## src/rtl/ctrl_pkg.sv

```systemverilog
`default_nettype none
// ============================================================================
//  Module   : ctrl_pkg
//  Brief    : Shared encodings for the mini-CPU control unit and ALU:
//             CPU states, opcodes and instruction field bit positions.
//  Revision : 1.0 - initial release
// ============================================================================
package ctrl_pkg;

  // CPU sequencer states, as presented on stateCPU
  typedef enum logic [2:0] {
    ST_OFF    = 3'd0,
    ST_FETCH  = 3'd1,
    ST_DECODE = 3'd2,
    ST_READ   = 3'd3,
    ST_CALC   = 3'd4,
    ST_WAIT   = 3'd5,
    ST_STORE  = 3'd6,
    ST_SHOW   = 3'd7
  } cpu_state_t;

  // Instruction opcodes
  typedef enum logic [2:0] {
    OP_LOAD    = 3'd0,
    OP_ADD     = 3'd1,
    OP_ADDI    = 3'd2,
    OP_SUB     = 3'd3,
    OP_SUBI    = 3'd4,
    OP_MUL     = 3'd5,
    OP_CLEAR   = 3'd6,
    OP_DISPLAY = 3'd7
  } opcode_t;

  // Instruction field bit positions
  localparam int c_INSTR_W = 18;
  localparam int c_OPC_MSB = 17;
  localparam int c_OPC_LSB = 15;
  localparam int c_DST_MSB = 14;
  localparam int c_DST_LSB = 11;
  localparam int c_S1_MSB  = 10;
  localparam int c_S1_LSB  = 7;
  localparam int c_S2_MSB  = 6;
  localparam int c_S2_LSB  = 3;
  localparam int c_SGN_BIT = 6;
  localparam int c_IMM_MSB = 5;
  localparam int c_IMM_LSB = 0;

  // Opcodes whose result is written back into the register RAM
  function automatic logic op_writes_ram(input logic [2:0] op);
    return (op != OP_CLEAR) && (op != OP_DISPLAY);
  endfunction

endpackage
`default_nettype wire

```

## src/rtl/module_btn_edge.sv

```systemverilog
`default_nettype none
// ============================================================================
//  Module   : module_btn_edge
//  Brief    : Two-flop synchronizer plus rising-edge detector for an
//             asynchronous push-button. Emits a registered one-cycle pulse
//             three clocks after the button rises.
//  Revision : 1.0 - initial release
// ============================================================================
module module_btn_edge (
  input  logic clk,
  input  logic rst_n,
  input  logic btn,
  output logic pulse
);

  logic r_sync0;
  logic r_sync1;
  logic r_prev;
  logic r_pulse;

  // Synchronize the raw button and register a single-cycle rising-edge pulse
  always_ff @(posedge clk or negedge rst_n) begin
    if (!rst_n) begin
      r_sync0 <= 1'b0;
      r_sync1 <= 1'b0;
      r_prev  <= 1'b0;
      r_pulse <= 1'b0;
    end else begin
      r_sync0 <= btn;
      r_sync1 <= r_sync0;
      r_prev  <= r_sync1;
      r_pulse <= r_sync1 & ~r_prev;
    end
  end

  assign pulse = r_pulse;

endmodule
`default_nettype wire

```

## src/rtl/module_control_unit.sv

```systemverilog
`default_nettype none
// ============================================================================
//  Module   : module_control_unit
//  Brief    : Mini-CPU sequencer. Latches one instruction per send press,
//             handshakes with the ALU, sequences RAM read/write and the LCD
//             refresh. Optional handshake watchdog enabled by defining the
//             macro CTRL_TIMEOUT_EN.
//  Revision : 1.0 - initial release
// ============================================================================
module module_control_unit
  import ctrl_pkg::*;
#(
  parameter int READ_LAT    = 2,
  parameter int TIMEOUT_CYC = 255
) (
  input  logic        clk,
  input  logic        rst_n,
  input  logic        power,
  input  logic        send,
  input  logic [17:0] instr,
  input  logic        decoded,
  input  logic        calculated,
  input  logic        lcd_done,
  output logic [2:0]  stateCPU,
  output logic [2:0]  opcode,
  output logic        sinalImm,
  output logic [5:0]  Imm,
  output logic [3:0]  addr_dst,
  output logic [3:0]  addr_s1,
  output logic [3:0]  addr_s2,
  output logic        ram_we,
  output logic        ram_clear,
  output logic        lcd_update,
  output logic        err
);

  // Catch out-of-range configurations at elaboration
  if (READ_LAT < 1 || READ_LAT > 15 || TIMEOUT_CYC < 1) begin : g_param_check
    $error("module_control_unit: READ_LAT must be 1..15 and TIMEOUT_CYC >= 1");
  end

  // READ counter is preloaded with READ_LAT-1 so READ lasts READ_LAT cycles
  localparam logic [3:0] c_READ_LOAD = 4'(READ_LAT - 1);

  cpu_state_t r_state;
  logic [2:0] r_opcode;
  logic       r_sinal;
  logic [5:0] r_imm;
  logic [3:0] r_dst;
  logic [3:0] r_s1;
  logic [3:0] r_s2;
  logic       r_ram_we;
  logic       r_ram_clear;
  logic       r_lcd_update;
  logic [3:0] r_cnt;
  logic       w_send_pulse;

`ifdef CTRL_TIMEOUT_EN
  localparam int c_WD_W = ($clog2(TIMEOUT_CYC + 1) > 8) ? $clog2(TIMEOUT_CYC + 1) : 8;
  localparam logic [c_WD_W-1:0] c_WD_LIMIT = c_WD_W'(TIMEOUT_CYC - 1);
  logic [c_WD_W-1:0] r_wd;
  logic              r_err;
`endif

  module_btn_edge u_btn_edge (
    .clk   (clk),
    .rst_n (rst_n),
    .btn   (send),
    .pulse (w_send_pulse)
  );

  // Main sequencer: state, latched instruction fields and registered strobes
  always_ff @(posedge clk or negedge rst_n) begin
    if (!rst_n) begin
      r_state      <= ST_OFF;
      r_opcode     <= 3'd0;
      r_sinal      <= 1'b0;
      r_imm        <= 6'd0;
      r_dst        <= 4'd0;
      r_s1         <= 4'd0;
      r_s2         <= 4'd0;
      r_ram_we     <= 1'b0;
      r_ram_clear  <= 1'b0;
      r_lcd_update <= 1'b0;
      r_cnt        <= 4'd0;
`ifdef CTRL_TIMEOUT_EN
      r_wd         <= '0;
      r_err        <= 1'b0;
`endif
    end else if (!power) begin
      // Power-off overrides everything; latched fields are kept
      r_state      <= ST_OFF;
      r_ram_we     <= 1'b0;
      r_ram_clear  <= 1'b0;
      r_lcd_update <= 1'b0;
      r_cnt        <= 4'd0;
`ifdef CTRL_TIMEOUT_EN
      r_wd         <= '0;
      r_err        <= 1'b0;
`endif
    end else begin
      r_ram_we     <= 1'b0;
      r_ram_clear  <= 1'b0;
      r_lcd_update <= 1'b0;
`ifdef CTRL_TIMEOUT_EN
      r_wd         <= '0;
`endif
      case (r_state)
        ST_OFF: r_state <= ST_FETCH;

        ST_FETCH: begin
          if (w_send_pulse) begin
            r_opcode <= instr[c_OPC_MSB:c_OPC_LSB];
            r_dst    <= instr[c_DST_MSB:c_DST_LSB];
            r_s1     <= instr[c_S1_MSB:c_S1_LSB];
            r_s2     <= instr[c_S2_MSB:c_S2_LSB];
            r_sinal  <= instr[c_SGN_BIT];
            r_imm    <= instr[c_IMM_MSB:c_IMM_LSB];
            r_state  <= ST_DECODE;
          end
        end

        ST_DECODE: begin
          if (decoded) begin
            r_cnt   <= c_READ_LOAD;
            r_state <= ST_READ;
          end
`ifdef CTRL_TIMEOUT_EN
          else if (r_wd == c_WD_LIMIT) begin
            r_err   <= 1'b1;
            r_state <= ST_FETCH;
          end else begin
            r_wd <= r_wd + 1'b1;
          end
`endif
        end

        ST_READ: begin
          if (r_cnt == 4'd0) r_state <= ST_CALC;
          else               r_cnt   <= r_cnt - 4'd1;
        end

        ST_CALC: begin
          if (calculated) begin
            r_state <= ST_WAIT;
          end
`ifdef CTRL_TIMEOUT_EN
          else if (r_wd == c_WD_LIMIT) begin
            r_err   <= 1'b1;
            r_state <= ST_FETCH;
          end else begin
            r_wd <= r_wd + 1'b1;
          end
`endif
        end

        // Strobes are set on the WAIT->STORE edge so they are high only in STORE
        ST_WAIT: begin
          r_ram_we    <= op_writes_ram(r_opcode);
          r_ram_clear <= (r_opcode == OP_CLEAR);
          r_state     <= ST_STORE;
        end

        ST_STORE: begin
          r_lcd_update <= 1'b1;
          r_state      <= ST_SHOW;
        end

        ST_SHOW: begin
          if (lcd_done) begin
            r_state <= ST_FETCH;
          end
`ifdef CTRL_TIMEOUT_EN
          else if (r_wd == c_WD_LIMIT) begin
            r_err   <= 1'b1;
            r_state <= ST_FETCH;
          end else begin
            r_wd <= r_wd + 1'b1;
          end
`endif
        end

        default: r_state <= ST_OFF;
      endcase
    end
  end

  assign stateCPU   = r_state;
  assign opcode     = r_opcode;
  assign sinalImm   = r_sinal;
  assign Imm        = r_imm;
  assign addr_dst   = r_dst;
  assign addr_s1    = r_s1;
  assign addr_s2    = r_s2;
  assign ram_we     = r_ram_we;
  assign ram_clear  = r_ram_clear;
  assign lcd_update = r_lcd_update;

`ifdef CTRL_TIMEOUT_EN
  assign err = r_err;
`else
  assign err = 1'b0;
`endif

endmodule
`default_nettype wire

```

## config.mk

```make
export PLATFORM = sky130hd
export DESIGN_NAME = module_control_unit
export DESIGN_NICKNAME = d
export VERILOG_FILES = /design/src/rtl/ctrl_pkg.sv /design/src/rtl/module_btn_edge.sv /design/src/rtl/module_control_unit.sv
export SDC_FILE = /design/constraint.sdc
export NUM_CORES = 1
export LEC_CHECK = 0
export CAP_MARGIN = 25
export CORE_ASPECT_RATIO = 0.9
export CORE_MARGIN = 2
export CORE_UTILIZATION = 48
export DETAILED_ROUTE_END_ITERATION = 8
export PLACE_DENSITY_LB_ADDON = 0.12
export SYNTH_ARGS = -nofsm -noshare
export SYNTH_HDL_FRONTEND = slang
export SYNTH_SLANG_ARGS = --single-unit
export TNS_END_PERCENT = 10
```

## constraint.sdc

```tcl
create_clock -name clk -period 4.5 [get_ports clk]
set_input_delay 0.9 -clock clk [delete_from_list [all_inputs] [get_ports clk]]
set_output_delay 0.9 -clock clk [all_outputs]
set_load 0.02 [all_outputs]
```

==> results of run 1 <==
state kept, by name, summed over array words and instances, names as in the netlist, 2 cells and up:
name	flops
Imm	5
addr_dst	4
addr_s1	4
r_cnt	4
opcode	3
stateCPU	3
addr_s2	2
power by group through the flow:
stage | Combinational (uW) | Clock [uW] | Sequential, uW
floorplan | 271 | 0 | 558
global placement | 620 | 0 | 451
detailed placement | 633 | 0 | 456
CTS | 635 | 171 | 451
global route | 670 | 186 | 466
finish | 629 | 164 | 451
synthesized netlist by cell type (2+ instances only):
cell type and instances:
sky130_fd_sc_hd__buf_4 5, sky130_fd_sc_hd__mux2i_1 3, sky130_fd_sc_hd__o21ai_1 3, sky130_fd_sc_hd__mux2_2 18
sky130_fd_sc_hd__nor2b_1 2, sky130_fd_sc_hd__a21oi_1 4, sky130_fd_sc_hd__clkbuf_8 2, sky130_fd_sc_hd__nand3_1 3
sky130_fd_sc_hd__ha_1 6, sky130_fd_sc_hd__dfrtp_1 32, sky130_fd_sc_hd__nor4_1 2, sky130_fd_sc_hd__nor2_1 4
sky130_fd_sc_hd__inv_1 6, sky130_fd_sc_hd__nand2_1 5, sky130_fd_sc_hd__nor3_1 2, sky130_fd_sc_hd__and2b_2 3
per-layer routing:
metal | global-route usage (%) | up-vias
met4 | 6.52 | 0
met2 | 28.4 | 35
met1 | 22.4 | 553
li1 | - | 527
met3 | 6.21 | 7
met5 | 0 | -
layout make-up:
type                       count  share of cell area, %
multi-input combinational     76                   30.5
timing repair buffer          53                   25.1
clock buffer                   8                   2.79
tap                           42                   2.50
sequential                    32                   38.0
inverter                       6                   1.07
kinds of logic after synthesis:
kind of cell | count (synthesis) | synth area share [%]
DFF | 32 | 52.1
and+or+nand+nor | 31 | 13.8
muxes | 22 | 15.9
AOI/OAI and AO/OA | 16 | 7.09
buffers and inverters | 14 | 6.03
adders and majority gates | 6 | 4.89
other | 1 | 0.244
layout by cell type, fill, tap and decap left out, types with 2 or more instances in the layout:
master,n
sky130_fd_sc_hd__ha_1,6
sky130_fd_sc_hd__nor3_1,2
sky130_fd_sc_hd__inv_1,6
sky130_fd_sc_hd__clkdlybuf4s50_1,52
sky130_fd_sc_hd__clkbuf_1,2
sky130_fd_sc_hd__o21ai_1,3
sky130_fd_sc_hd__mux2_2,18
sky130_fd_sc_hd__and2b_2,3
sky130_fd_sc_hd__dfrtp_1,32
sky130_fd_sc_hd__nand3_1,3
sky130_fd_sc_hd__a21oi_1,4
sky130_fd_sc_hd__nor2_1,4
sky130_fd_sc_hd__nor2b_1,2
sky130_fd_sc_hd__nor4_1,2
sky130_fd_sc_hd__clkbuf_4,5
sky130_fd_sc_hd__nand2_1,5
sky130_fd_sc_hd__mux2i_1,3
per-stage QoR:
stage	std cells	worst slack (ns)	instance area, um^2	power [uW]	hold WS (ns)
after floorplan	122	2.63	1540	829	0.331
after global placement	209	2.01	2050	1070	0.345
after detailed placement	209	1.94	2050	1090	0.350
after CTS	217	1.97	2110	1260	0.379
after global routing	217	1.88	2110	1320	0.383
final	217	1.98	2110	1240	0.375
how the worst min path moves through the flow:
stage | slack (ns) | end | startpoint
2_1_floorplan | 0.33 | u_btn_edge.r_sync1 | u_btn_edge.r_sync0
3_3_place_gp | 0.34 | u_btn_edge.r_sync1 | u_btn_edge.r_sync0
3_5_place_dp | 0.35 | u_btn_edge.r_sync1 | u_btn_edge.r_sync0
4_1_cts | 0.38 | u_btn_edge.r_sync1 | u_btn_edge.r_sync0
5_1_grt | 0.38 | u_btn_edge.r_sync1 | u_btn_edge.r_sync0
6_report | 0.37 | u_btn_edge.r_sync1 | u_btn_edge.r_sync0
==> summary.md, run 1 <==
Run status
* complete, no violations — run status

Clock tree
* 2 — number of buffers between clock root and the deepest sink
* 0 — hold buffers post-CTS
* 32 — Clock Sink Count
* 0.09 ns — clock-pin slew on the worst setup and hold paths
* 2 — number of levels in the clock H-tree
* 0.32 ns — clock latency at the later pin of the worst-skew pair
* sky130_fd_sc_hd__clkbuf_4 — Root Driver
* 0 — post-CTS setup buffer count
* done — TritonCTS clock tree
* 0 — cells resized by post-CTS repair
* 5 — TritonCTS Buffers

Global route
* 4960 um — global-route wire length before repair
* 33 — maximum number of pins on one net before global-route repair
* 1097 — via count of the first global-routing pass
* 0 — initial antenna violation count
* 0 — overflow left after global routing
* 17.7% — global router's overall resource usage

Min path
* 0 — Min-Delay Path Depth
* reg2reg — Hold Crit Class

Critical path
* reg2out — Crit Path Category
* flip-flop — startpoint class of the critical path
* clkdlybuf4s50_1 — cell chain of the critical path
* 1 — Critical Path Stages
* 3.60 ns — required time reported for the critical path endpoint
* 1.62 ns — arrival time reported for the critical path endpoint
* 2.64 ns — flop2flop setup slack
* buffers and inverters — top cell family by delay on the critical path
* 0.69 ns — Max stage delay on crit path
* 6 — cells on worst reg2reg path
* output pin — Critical Path Sink Type
* 15 — largest fanout on the critical path
* sky130_fd_sc_hd__clkdlybuf4s50_1 — slowest CP cell
* stateCPU[0] — reg2reg start
* r_cnt[1] — reg-to-reg endpoint
* stateCPU[2] — Critical Path Source
* stateCPU[2] — worst setup path end
* 1 — count of buffer and inverter cells on the critical path

Yosys
* 100% — proportion of synthesized flip-flops having asynchronous set or reset
* 52.1% — fraction of the yosys area taken by sequential cells
* sky130_fd_sc_hd__dfrtp_1 — ys flop type
* 122 — Cells after Synth
* 38 — Synth cell types
* 12.6 um^2 — post-synthesis average cell area
* 1540 um^2 — area of the mapped netlist
* 52.1% — post-synth top area share
* sky130_fd_sc_hd__dfrtp_1 — post-synthesis cell type with the largest combined area
* 0 — Syn. warnings
* 32 — FF+latch count, synth
* 0 — Post-synth EDFFs
* sky130_fd_sc_hd__dfrtp_1, sky130_fd_sc_hd__mux2_2, sky130_fd_sc_hd__ha_1, sky130_fd_sc_hd__buf_4, sky130_fd_sc_hd__mux2i_1 — cells taking the most area after synthesis
* 153 — total nets after synthesis

STA
* 2.52 ns — clock period minus worst slack
* 0.00671 ns — final worst clock skew
* 0 ns — Total Negative Setup Slacks
* 0 — final-report hold violation count
* 0 — final setup violating endpoints
* false — unrepaired setup endpoints after global routing
* 0 — max-slew violation count
* 56.0% — final cycle utilization of the critical path
* 397 MHz — fmax

Cells and area
* 801 um^2 — sequential cell area
* 19.4% — share of post-route cells with drive strength above 1
* 205 — # nets final
* 37.1% — layout overhead on the synthesized area
* 69.2% — final core utilization
* 643 um^2 — multi-input logic area
* 247 — # fillers
* 0 — number of inserted diodes

Detailed routing
* 2890 um — total wire length after detailed routing
* 189 um — length of routed met3 wiring
* 13.3 um — wire length per cell
* 1450 um — routed length on met2
* 5.17 — vias per inst
* 0 — Residual DRC
* met4 — highest metal layer with signal wires
* 44 — number of violations reported at the end of detailed-routing iteration 0
* 0 — antenna-violating nets left
* 1122 — total number of vias
* 1210 um — met1 layer wirelength in the final routing
* 4 — count of TritonRoute iterations in the first routing pass

Floorplanning
* 19 — number of placement rows
* 3670 um^2 — area of the die
* 3040 um^2 — core area
* 54 — number of top-level pins
* 50.5% — effective utilization at floorplan
* 63.6 um — horizontal die dimension
* 57.7 um — overall die height

Power
* 50.6% — combinational group share of total power
* 795 uW — internal power component
* 36.1% — switching part of the total
* 0.000916 uW — Pleak
* 591 nW/um^2 — pwr/cell area
* 0.000317 V — peak supply drop
* 36.2% — part of the total power dissipated in sequential elements
* 13.2% — power share of the clock group
* 449 uW — Switch Pwr

Flow run
* 0 — max-cap violations

Placed design
* 52 — number of buffer cells added on primary ports
* 2190 um — Detail Placement HPWL
* 0.867 — global placement routability congestion

No activity file was read; power rests on OpenSTA's default activity.
==> run 2, diff against run 1 <==
--- a/config.mk
+++ b/config.mk
@@ -8,7 +8,7 @@
 export CAP_MARGIN = 25
 export CORE_ASPECT_RATIO = 0.9
 export CORE_MARGIN = 2
-export CORE_UTILIZATION = 48
+export CORE_UTILIZATION = 40
 export DETAILED_ROUTE_END_ITERATION = 8
 export PLACE_DENSITY_LB_ADDON = 0.12
 export SYNTH_ARGS = -nofsm -noshare
==> constraint.sdc (replaced) <==
create_clock -name clk -period 2.2 [get_ports clk]
set_input_delay 0.44 -clock clk [delete_from_list [all_inputs] [get_ports clk]]
set_output_delay 0.44 -clock clk [all_outputs]
set_load 0.02 [all_outputs]
==> run 2 against run 1 <==
Clock-buffer cell count is 1 lower. Critical path type unchanged. Largest cell class unchanged. Flip-flop and latch count unchanged. Non-clock buffer count grew 1.
==> summary.md, run 2 (synthesized netlist as in run 1, its figures left out) <==
Detailed routing
* 0 — Residual DRC, unchanged
* 4.94 — vias per inst, was 5.17
* 2990 um — total wire length after detailed routing, was 2890 um
* 13.5 um — wire length per cell, was 13.3 um
* 4 — count of TritonRoute iterations in the first routing pass, unchanged
* 1097 — total number of vias, was 1122
* 29 — number of violations reported at the end of detailed-routing iteration 0, was 44
* 0 — antenna-violating nets left, unchanged

STA
* 91.0% — final cycle utilization of the critical path
* false — unrepaired setup endpoints after global routing, unchanged
* 0.197 ns — final worst-path setup slack, was 1.98 ns
* 0 ns — Total Negative Setup Slacks, unchanged
* 0.00579 ns — final worst clock skew, was 0.00671 ns
* 2.00 ns — clock period minus worst slack
* 499 MHz — fmax
* 0 — max-slew violation count, unchanged
* 0.363 ns — worst hold slack after final layout, was 0.375 ns
* 0 — final setup violating endpoints, unchanged
* 0 — final-report hold violation count, unchanged

Clock tree
* 0.27 ns — clock latency at the later pin of the worst-skew pair, was 0.32 ns
* 32 — Clock Sink Count, unchanged
* 2 — number of levels in the clock H-tree, unchanged
* sky130_fd_sc_hd__clkbuf_8 — Root Driver, was sky130_fd_sc_hd__clkbuf_4
* 5 — TritonCTS Buffers, unchanged
* done — TritonCTS clock tree, unchanged
* 0.06 ns — clock-pin slew on the worst setup and hold paths, was 0.09 ns
* 0 — post-CTS setup buffer count, unchanged
* 0 — cells resized by post-CTS repair, unchanged
* 0 — hold buffers post-CTS, unchanged
* 2 — number of buffers between clock root and the deepest sink, unchanged

Cells and area
* 206 — # nets final, was 205
* sky130_fd_sc_hd__clkdlybuf4s50_1, sky130_fd_sc_hd__dfrtp_1, sky130_fd_sc_hd__mux2_2 — highest-count cells in the layout ignoring fill and taps, unchanged
* 42.3% — layout overhead on the synthesized area, was 37.1%
* 0 — number of inserted diodes, unchanged
* 222 — Final Instance Count excl. Fillers, was 217
* 21.0% — share of post-route cells with drive strength above 1, was 19.4%
* sky130_fd_sc_hd__clkdlybuf4s50_1 — most common cell after layout, fill and taps aside, unchanged
* 5 — flip-flop count of the largest register, all copies and words added, unchanged
* 299 — # fillers, was 247

Floorplanning
* 21 — number of placement rows, was 19
* 62.8 um — overall die height, was 57.7 um
* 54 — number of top-level pins, unchanged
* 69.3 um — horizontal die dimension, was 63.6 um
* 4350 um^2 — area of the die, was 3670 um^2
* 3700 um^2 — core area, was 3040 um^2
* 41.5% — effective utilization at floorplan, was 50.5%

Critical path
* reg2out — Crit Path Category, unchanged
* flip-flop — startpoint class of the critical path, unchanged
* 1.76 ns — required time reported for the critical path endpoint, was 3.60 ns
* 15 — largest fanout on the critical path, unchanged
* 1 — count of buffer and inverter cells on the critical path, unchanged
* sky130_fd_sc_hd__clkdlybuf4s50_1 — slowest CP cell, unchanged
* output pin — Critical Path Sink Type, unchanged
* 0.69 ns — Max stage delay on crit path, about the same
* 1.56 ns — arrival time reported for the critical path endpoint, was 1.62 ns
* buffers and inverters — top cell family by delay on the critical path, unchanged
* clkdlybuf4s50_1 — cell chain of the critical path, unchanged

Placed design
* 52 — number of buffer cells added on primary ports, unchanged
* 214 — number of cells in the design after placement, was 209
* 2250 um — Detail Placement HPWL, was 2190 um
* 0.187 ns — minimum setup slack after placement, was 1.94 ns
* 0.800 — global placement routability congestion, was 0.867

Global route
* 5240 um — global-route wire length before repair, was 4960 um
* 33 — maximum number of pins on one net before global-route repair, unchanged
* 1131 — via count of the first global-routing pass, was 1097
* 15.3% — global router's overall resource usage, was 17.7%
* 0 — initial antenna violation count, unchanged
* 0 — overflow left after global routing, unchanged

Flow run
* 0 — max-cap violations, unchanged

Min path
* reg2reg — Hold Crit Class, unchanged

Run status
* complete, no violations — run status, unchanged

Power
* 2810 uW — power after layout, was 1240 uW
* 1280 nW/um^2 — pwr/cell area, was 591 nW/um^2
* 0.000953 uW — Pleak, was 0.000916 uW
* 0.000812 V — peak supply drop, was 0.000317 V

-- run 2: changes by cell type in the layout (fill, tap and decap cells not counted) --
cell and change:
sky130_fd_sc_hd__bufinv_16 +1, sky130_fd_sc_hd__clkbuf_8 +6, sky130_fd_sc_hd__clkbuf_4 -5, sky130_fd_sc_hd__clkbuf_1 -2, sky130_fd_sc_hd__buf_4 +1
-- run 2: layer usage --
layer | wire length, um | global-route usage [%] | up-vias
li1 | - | - | 530
met1 | 1310 | 18.7 | 532
met2 | 1510 | 25.5 | 33
met3 | 149 | 4.84 | 2
met4 | 18 | 5.15 | 0
met5 | 0 | 0 | -
-- run 2: path summary, 6_finish.rpt --
path	slack (ns)	cells after the start	end	startpoint
worst max-delay path	0.20	1	stateCPU[2]	stateCPU[2]
worst min-delay path	0.36	0	u_btn_edge.r_sync1	u_btn_edge.r_sync0
min in group asynchronous	0.56	2	opcode[1]	rst_n
worst max register to register	0.33	6	r_cnt[1]	stateCPU[0]
worst min register to register	0.36	0	u_btn_edge.r_sync1	u_btn_edge.r_sync0
max in group asynchronous	1.35	2	ram_we	rst_n
-- run 2: stage by stage --
step / utilization, % / area [um^2]
CTS: 59.0 / 2190
floorplan: - / 1540
finish: 59.0 / 2190
global placement: 55.6 / 2060
detailed placement: 55.6 / 2060
global route: 59.0 / 2190
-- run 2: report_power, final --
group          internal (uW)  leakage (uW)  switching (uW)  total (uW)
clock                    399     0.0000645             203         602
combinational            686      0.000485             601        1290
sequential               785      0.000404             135         920
total                   1870      0.000953             939        2810
-- run 2: area by class of cell --
type | instances | area [um^2] | area share (%)
multi-input cells | 76 | 643 | 29.4
flip-flops and latches | 32 | 801 | 36.6
clock inverters | 1 | 30.0 | 1.37
clock buffers | 7 | 96.3 | 4.41
repair buffers | 54 | 536 | 24.5
well taps | 46 | 57.6 | 2.63
inverters | 6 | 22.5 | 1.03
==> run 3, diff against run 2 <==
--- a/config.mk
+++ b/config.mk
@@ -10,7 +10,7 @@
 export CORE_MARGIN = 2
 export CORE_UTILIZATION = 40
 export DETAILED_ROUTE_END_ITERATION = 8
-export PLACE_DENSITY_LB_ADDON = 0.12
+export PLACE_DENSITY = 0.85
 export SYNTH_ARGS = -nofsm -noshare
 export SYNTH_HDL_FRONTEND = slang
 export SYNTH_SLANG_ARGS = --single-unit
==> run 3 against run 2 <==
Via count rose by 4.1%. Clock skew rose by 0.0020 ns. Total power fell by 4.2%. First-iteration DRC count fell by 17%. Cell count did not move. Setup slack got worse by 0.017 ns.
==> summary.md, run 3 (synthesized netlist as in run 1, its figures left out) <==
Detailed routing
* 1142 — total number of vias, was 1097
* 5.14 — vias per inst, was 4.94
* 24 — number of violations reported at the end of detailed-routing iteration 0, was 29
* 3240 um — total wire length after detailed routing, was 2990 um
* 14.6 um — wire length per cell, was 13.5 um
* 4 — count of TritonRoute iterations in the first routing pass, unchanged
* 0 — antenna-violating nets left, unchanged
* 0 — Residual DRC, unchanged

Floorplanning
* 41.5% — effective utilization at floorplan, unchanged
* 21 — number of placement rows, unchanged
* 3700 um^2 — core area, unchanged
* 54 — number of top-level pins, unchanged
* 62.8 um — overall die height, unchanged
* 69.3 um — horizontal die dimension, unchanged
* 4350 um^2 — area of the die, unchanged

Cells and area
* sky130_fd_sc_hd__clkdlybuf4s50_1 — most common cell after layout, fill and taps aside, unchanged
* 801 um^2 — sequential cell area, unchanged
* 19.9% — share of post-route cells with drive strength above 1, was 21.0%
* 58.0% — final core utilization, was 59.0%
* 0 — number of inserted diodes, unchanged
* 206 — # nets final, unchanged
* sky130_fd_sc_hd__clkdlybuf4s50_1, sky130_fd_sc_hd__dfrtp_1, sky130_fd_sc_hd__mux2_2 — highest-count cells in the layout ignoring fill and taps, unchanged
* 39.9% — layout overhead on the synthesized area, was 42.3%
* 283 — # fillers, was 299
* 2150 um^2 — post-route standard cell area excluding fillers, was 2190 um^2
* 5 — flip-flop count of the largest register, all copies and words added, unchanged
* 643 um^2 — multi-input logic area, unchanged

Global route
* 16.2% — global router's overall resource usage, was 15.3%
* 33 — maximum number of pins on one net before global-route repair, unchanged
* 0 — initial antenna violation count, unchanged
* 5490 um — global-route wire length before repair, was 5240 um
* 0 — overflow left after global routing, unchanged
* 1157 — via count of the first global-routing pass, was 1131

Clock tree
* 0 — post-CTS setup buffer count, unchanged
* 2 — number of levels in the clock H-tree, unchanged
* 0 — hold buffers post-CTS, unchanged
* 0.07 ns — clock-pin slew on the worst setup and hold paths, was 0.06 ns
* 2 — number of buffers between clock root and the deepest sink, unchanged
* 0 — cells resized by post-CTS repair, unchanged
* 32 — Clock Sink Count, unchanged
* done — TritonCTS clock tree, unchanged
* sky130_fd_sc_hd__clkbuf_8 — Root Driver, unchanged
* 5 — TritonCTS Buffers, unchanged
* 0.27 ns — clock latency at the later pin of the worst-skew pair, about the same

STA
* 0 — max-slew violation count, unchanged
* 0 ns — Total Negative Setup Slacks, unchanged
* 495 MHz — fmax, was 499 MHz
* 2.02 ns — clock period minus worst slack, was 2.00 ns
* 91.8% — final cycle utilization of the critical path, was 91.0%
* 0 — final setup violating endpoints, unchanged
* 0.00781 ns — final worst clock skew, was 0.00579 ns
* 0.364 ns — worst hold slack after final layout, was 0.363 ns
* 0 — final-report hold violation count, unchanged
* false — unrepaired setup endpoints after global routing, unchanged

Power
* 0.000934 uW — Pleak, was 0.000953 uW
* 2690 uW — power after layout, was 2810 uW
* 0.000660 V — peak supply drop, was 0.000812 V
* 1250 nW/um^2 — pwr/cell area, was 1280 nW/um^2

Critical path
* 1 — count of buffer and inverter cells on the critical path, unchanged
* 15 — largest fanout on the critical path, unchanged
* 1.58 ns — arrival time reported for the critical path endpoint, was 1.56 ns
* 1.76 ns — required time reported for the critical path endpoint, about the same
* output pin — Critical Path Sink Type, unchanged
* 0.70 ns — Max stage delay on crit path, was 0.69 ns
* flip-flop — startpoint class of the critical path, unchanged
* clkdlybuf4s50_1 — cell chain of the critical path, unchanged
* reg2out — Crit Path Category, unchanged
* buffers and inverters — top cell family by delay on the critical path, unchanged
* sky130_fd_sc_hd__clkdlybuf4s50_1 — slowest CP cell, unchanged

Placed design
* 52 — number of buffer cells added on primary ports, unchanged
* 2060 um^2 — area of placed instances, unchanged
* 2420 um — Detail Placement HPWL, was 2250 um
* 0.846 — global placement routability congestion, was 0.800

Run status
* complete, no violations — run status, unchanged

Flow run
* 0 — max-cap violations, unchanged

Min path
* reg2reg — Hold Crit Class, unchanged

-- run 3: final timing paths --
path	start	to	slack (ns)	depth (start not counted)
worst min-delay path	u_btn_edge.r_sync0	u_btn_edge.r_sync1	0.36	0
max in group asynchronous	rst_n	u_btn_edge.r_prev	1.35	2
worst max register to register	stateCPU[0]	r_cnt[1]	0.33	6
min in group asynchronous	rst_n	addr_s1[2]	0.56	2
worst min register to register	u_btn_edge.r_sync0	u_btn_edge.r_sync1	0.36	0
worst max-delay path	stateCPU[2]	stateCPU[2]	0.18	1
-- run 3: layout make-up --
type                    instances  share of cell area (%)
clock buffers                   8                    4.19
inverters                       6                    1.05
multi-input cells              76                    29.9
flip-flops and latches         32                    37.3
well taps                      46                    2.68
repair buffers                 54                    24.9
-- run 3: power breakdown --
group          total (uW)  switching (uW)  internal, uW
registers             935             150           785
clock network         448             194           255
logic                1310             621           686
-- run 3: per-stage QoR --
step           setup WS [ns]  instances
4_1_cts                0.176        222
6_report               0.180        222
3_3_place_gp           0.337        214
3_5_place_dp           0.272        214
5_1_grt                0.105        222
2_1_floorplan          0.388        122
-- run 3: routing by layer --
layer,global-route usage (%),share of wire [%]
met1,19.3,40
met2,27.4,53
met4,5.64,0.89
met3,5.65,5.9
met5,0,0
